<file path="src/rtl/muldiv_unit.sv">
// Iterative HI/LO multiply/divide unit: shift-add multiply and restoring divide
// over 32 RUN cycles on operand magnitudes, with the sign fix-up applied in FIX.
module muldiv_unit #(
  parameter int WIDTH = 32
) (
  input  logic             clk,
  input  logic             rst,
  input  logic             start,
  input  logic [1:0]       op,
  input  logic [WIDTH-1:0] a,
  input  logic [WIDTH-1:0] b,
  input  logic             mthi,
  input  logic             mtlo,
  input  logic [WIDTH-1:0] wdata,
  output logic             busy,
  output logic             done,
  output logic [WIDTH-1:0] hi,
  output logic [WIDTH-1:0] lo
);

  localparam int CNT_W = $clog2(WIDTH);
  localparam logic [CNT_W-1:0] CNT_LAST = CNT_W'(WIDTH - 1);

  localparam logic [1:0] IDLE = 2'd0;
  localparam logic [1:0] RUN  = 2'd1;
  localparam logic [1:0] FIX  = 2'd2;

  logic [1:0]       state;
  logic [CNT_W-1:0] cnt;
  logic [1:0]       op_r;
  logic             sign_a;
  logic             sign_b;
  // opnd holds |a| for multiply (multiplicand) and |b| for divide (divisor);
  // work_lo starts as the other operand and ends as product low / quotient.
  logic [WIDTH-1:0] opnd;
  logic [WIDTH-1:0] work_hi;
  logic [WIDTH-1:0] work_lo;

  logic             is_div;
  logic             is_signed;
  logic [WIDTH:0]   mul_sum;
  logic [WIDTH:0]   div_shifted;
  logic [WIDTH-1:0] div_diff;
  logic             div_ge;

  function automatic logic [WIDTH-1:0] cond_negate(input logic [WIDTH-1:0] x,
                                                   input logic neg);
    return neg ? (~x + 1'b1) : x;
  endfunction

  function automatic logic [2*WIDTH-1:0] cond_negate_wide(input logic [2*WIDTH-1:0] x,
                                                          input logic neg);
    return neg ? (~x + 1'b1) : x;
  endfunction

  assign is_div    = op_r[1];
  assign is_signed = ~op_r[0];

  always_comb begin
    mul_sum     = {1'b0, work_hi} + (work_lo[0] ? {1'b0, opnd} : '0);
    div_shifted = {work_hi, work_lo[WIDTH-1]};
    div_ge      = div_shifted >= {1'b0, opnd};
    // When div_ge holds the true difference is below opnd, so WIDTH bits suffice.
    div_diff    = div_shifted[WIDTH-1:0] - opnd;
  end

  always_ff @(posedge clk or posedge rst) begin
    if (rst) begin
      state   <= IDLE;
      cnt     <= '0;
      op_r    <= '0;
      sign_a  <= 1'b0;
      sign_b  <= 1'b0;
      opnd    <= '0;
      work_hi <= '0;
      work_lo <= '0;
      busy    <= 1'b0;
      done    <= 1'b0;
      hi      <= '0;
      lo      <= '0;
    end else begin
      done <= 1'b0;
      case (state)
        IDLE: begin
          if (mthi) hi <= wdata;
          if (mtlo) lo <= wdata;
          if (start) begin
            state   <= RUN;
            busy    <= 1'b1;
            cnt     <= '0;
            op_r    <= op;
            sign_a  <= ~op[0] & a[WIDTH-1];
            sign_b  <= ~op[0] & b[WIDTH-1];
            work_hi <= '0;
            if (op[1]) begin
              opnd    <= cond_negate(b, ~op[0] & b[WIDTH-1]);
              work_lo <= cond_negate(a, ~op[0] & a[WIDTH-1]);
            end else begin
              opnd    <= cond_negate(a, ~op[0] & a[WIDTH-1]);
              work_lo <= cond_negate(b, ~op[0] & b[WIDTH-1]);
            end
          end
        end
        RUN: begin
          if (is_div) begin
            work_hi <= div_ge ? div_diff : div_shifted[WIDTH-1:0];
            work_lo <= {work_lo[WIDTH-2:0], div_ge};
          end else begin
            work_hi <= mul_sum[WIDTH:1];
            work_lo <= {mul_sum[0], work_lo[WIDTH-1:1]};
          end
          cnt <= cnt + 1'b1;
          if (cnt == CNT_LAST) state <= FIX;
        end
        FIX: begin
          // Divide by zero leaves remainder = |a|; the sign fix-up restores a itself.
          if (is_div) begin
            lo <= (opnd == '0) ? '1
                               : cond_negate(work_lo, is_signed & (sign_a ^ sign_b));
            hi <= cond_negate(work_hi, is_signed & sign_a);
          end else begin
            {hi, lo} <= cond_negate_wide({work_hi, work_lo},
                                         is_signed & (sign_a ^ sign_b));
          end
          busy  <= 1'b0;
          done  <= 1'b1;
          state <= IDLE;
        end
        default: begin
          state <= IDLE;
          busy  <= 1'b0;
        end
      endcase
    end
  end

endmodule

</file>
<file path="config.mk">
export PLATFORM = sky130hd
export DESIGN_NAME = muldiv_unit
export DESIGN_NICKNAME = d
export VERILOG_FILES = /design/src/rtl/muldiv_unit.sv
export SDC_FILE = /design/constraint.sdc
export NUM_CORES = 1
export LEC_CHECK = 0
export ABC_AREA = 1
export CORE_UTILIZATION = 40
export CTS_BUF_LIST = sky130_fd_sc_hd__clkbuf_8
export CTS_CLUSTER_SIZE = 10
export DETAILED_ROUTE_END_ITERATION = 16
export HOLD_SLACK_MARGIN = 0.05
export PLACE_DENSITY_LB_ADDON = 0.1
export RECOVER_POWER = 25
export SLEW_MARGIN = 20
export SYNTH_ARGS = -nofsm -noshare
export SYNTH_HDL_FRONTEND = slang
export SYNTH_SLANG_ARGS = --single-unit
export TNS_END_PERCENT = 50
</file>
<file path="constraint.sdc">
create_clock -name clk -period 5.73 [get_ports clk]
set_clock_uncertainty 0.1 [all_clocks]
set_input_delay 1.146 -clock clk [delete_from_list [all_inputs] [get_ports clk]]
set_output_delay 1.146 -clock clk [all_outputs]
set_load 0.02 [all_outputs]
</file>
==> flow_summary.json <==
{
  "crit_fanout": 60,
  "timing.final.crit_share_pct": 68.5,
  "setup_tns_ns": 0,
  "synth_compound_area_share_pct": 13.2,
  "muxShareOfSynthArea_pct": 0,
  "synthToLayoutAreaGrowth_pct": 14.7,
  "gp_congestion": 1.03,
  "p_leak_nw": 10.4,
  "status": "finished, final reports clean",
  "place_hpwl_um": 70200,
  "final_antenna_net_count": 0,
  "critPathArrivalTime_ns": 4.26,
  "post-route-drc-count": 0,
  "drv_slew": 0,
  "postSynthCellCount": 3161,
  "yosysWarnings": 0,
  "cts_buffers": 17,
  "drive_gt1_share_pct": 3.08,
  "ctsHoldBuffers": 0,
  "final_common_cell": "nand2_1",
  "setup_violations": 0,
  "die-area_um2": 46200,
  "slew_headroom_pct": 31.0,
  "cts_tree": "built",
  "grt_pass1_wl_um": 128000,
  "maxCapViolCount": 0,
  "cts_root_buf": "clkbuf_8",
  "required_ns": 6.06,
  "synth_cell_type_count": 45,
  "seq_power_share_pct": 19.9,
  "postCtsSetupBuffers": 0,
  "synth_area_per_cell_um2": 5.74,
  "path_class": "in -> reg",
  "synthesis.nets": 3336,
  "clock_power_share_pct": 6.6,
  "cts_buffer_depth": 2,
  "path_clk_slew_ns": 0.10,
  "instances_no_fill": 3875,
  "worst-slew-pin-transition_ns": 1.03,
  "grt_max_degree": 174,
  "io-pin-count": 169,
  "hp-class": "reg -> reg",
  "clock_sink_count": 173,
  "viasPerCell": 5.71,
  "wl_per_cell_um": 22.2,
  "power_frac_comb_pct": 73.5,
  "cts_resized": 0,
  "ir_drop_mv": 0.380,
  "core_area_um2": 44500,
  "drtIter0Drc": 2856,
  "synth_xor_area_share_pct": 2.89,
  "portBuffers": 168,
  "h-tree-depth": 4,
  "place_inst": 3840,
  "power_mw": 14.0,
  "grt_pass1_vias": 20400,
  "yosysTopAreaCellShare_pct": 23.8,
  "synth_top_family_by_area": "simple AND/OR/NAND/NOR gates",
  "end_kind": "flip-flop",
  "hold_viol_final": 0,
  "cp-start-kind": "primary input",
  "start_util_pct": 40.8,
  "synth_area_leaders": "dfrtp_1, nand2_1, nand3_1",
  "drt-pass1-iter-count": 6,
  "clk_latency_ns": 0.52,
  "p_sw_share_pct": 60.8,
  "synth-adder-area-share_pct": 5.04,
  "rsz0062_at_grt": "false",
  "nNetsFinal": 3444,
  "yosysTopAreaCell": "dfrtp_1",
  "yosysSeqAreaShare_pct": 23.8,
  "p_switching_mw": 8.51,
  "grt_use_total_pct": 36.7,
  "fillers": 4943,
  "finalWirelength_um": 86000,
  "mostFrequentLayoutCells": "nand2_1, inv_1, nor2_1",
  "fin_crit_ns": 3.92,
  "power_density_nw_per_um2": 672,
  "die_x_um": 215,
  "die_h_um": 215,
  "internal_power_mw": 5.49,
  "yosys.area_share.simple_pct": 43.9,
  "num_rows": 77,
  "grt_overflow": 0,
  "synth.cell_area_um2": 18200,
  "timing.fmax_ghz": 0.255,
  "vias": 22100,
  "ys_seq_elements": 173,
  "antenna_found_initial": 1
}
-- final timing paths --
path                                  from          end  slack (ns)  cells past startpoint
worst max register to register  work_lo[0]  work_hi[31]        2.01                     21
max in group asynchronous              rst  work_hi[27]        3.39                      4
worst max-delay path                 start  work_lo[28]        1.81                      8
worst min register to register        busy         busy        0.39                      2
min in group asynchronous              rst       lo[16]        1.08                      3
worst min-delay path                  busy         busy        0.39                      2
-- power by group through the flow --
stage                     combinational, mW  sequential (mW)  clock, mW
after floorplan                        6.47             2.57          0
after global placement                 9.90             2.73          0
after detailed placement               9.96             2.74          0
after CTS                              10.0             2.72      0.934
after global routing                   11.3             2.81      0.976
final                                  10.3             2.78      0.926
-- registers in the layout, summed over array words and instances (netlist names) --
| signal | flops |
|---|---|
| sign_b | 1 |
| op_r | 2 |
| state | 2 |
| sign_a | 1 |
| opnd | 32 |
| work_lo | 32 |
| hi | 32 |
| busy | 1 |
| cnt | 5 |
| lo | 32 |
| work_hi | 32 |
| done | 1 |
-- per-layer routing --
layer / wire length, um / GRT usage (%)
met4: 3560 / 13.9
met3: 9340 / 7.02
met5: 0 / 0
met2: 35800 / 54.2
met1: 37300 / 52.5
-- cells in the mapped netlist (all sizes together) --
| cell type | instances |
|---|---|
| a311oi | 1 |
| nand3 | 350 |
| clkbuf | 76 |
| a21oi | 198 |
| a21boi | 1 |
| inv | 426 |
| a22o | 2 |
| a211o | 1 |
| xor2 | 39 |
| o211ai | 22 |
| buf | 25 |
| dfrtp | 173 |
| nor2 | 378 |
| o21a | 4 |
| nand4 | 62 |
| fa | 2 |
| o21bai | 14 |
| a21o | 1 |
| nand3b | 28 |
| ha | 70 |
| or2 | 5 |
| and2 | 5 |
| a22oi | 10 |
| nor4 | 7 |
| o221ai | 7 |
| nor3b | 1 |
| xnor2 | 21 |
| nand2 | 1018 |
| nor3 | 31 |
| clkinv | 3 |
| o21ai | 161 |
| a31oi | 19 |
-- area by class of cell --
class	count	area [um2]	area share [%]
well taps	592	741	3.56
diodes	1	2.50	0.0120
multi-input cells	2458	11800	56.9
repair buffers	190	1890	9.08
clock inverters	13	140	0.673
flip-flops and latches	173	4330	20.8
clock buffers	19	262	1.26
inverters	429	1610	7.75
-- cells by family after synthesis --
kind of cell,after synthesis
XOR/XNOR,60
adder cells (fa/ha/maj),72
AO/OA/AOI/OAI,441
AND/OR/NAND/NOR,1885
flip-flops,173
buffers and inverters,530
-- worst max-delay path: stages --
cell	delay [ns]
dlygate4sd3_1	0.53
nand3_1	0.08
clkbuf_1	0.77
inv_2	0.50
nor2_4	0.22
buf_4	0.60
a21oi_1	0.15
a21oi_1	0.21
-- per-stage QoR --
step                      hold slack (ns)  setup WS (ns)  utilization [%]  area, um2
after floorplan                     0.362           2.27                -      18200
after global placement              0.370           1.84             45.8      20400
after global routing                0.428           1.65             46.8      20800
after CTS                           0.397           2.08             46.7      20800
after detailed placement            0.374           1.86             45.8      20400
final                               0.391           1.81             46.8      20800
Note: power is estimated with default switching activity, not from simulation.
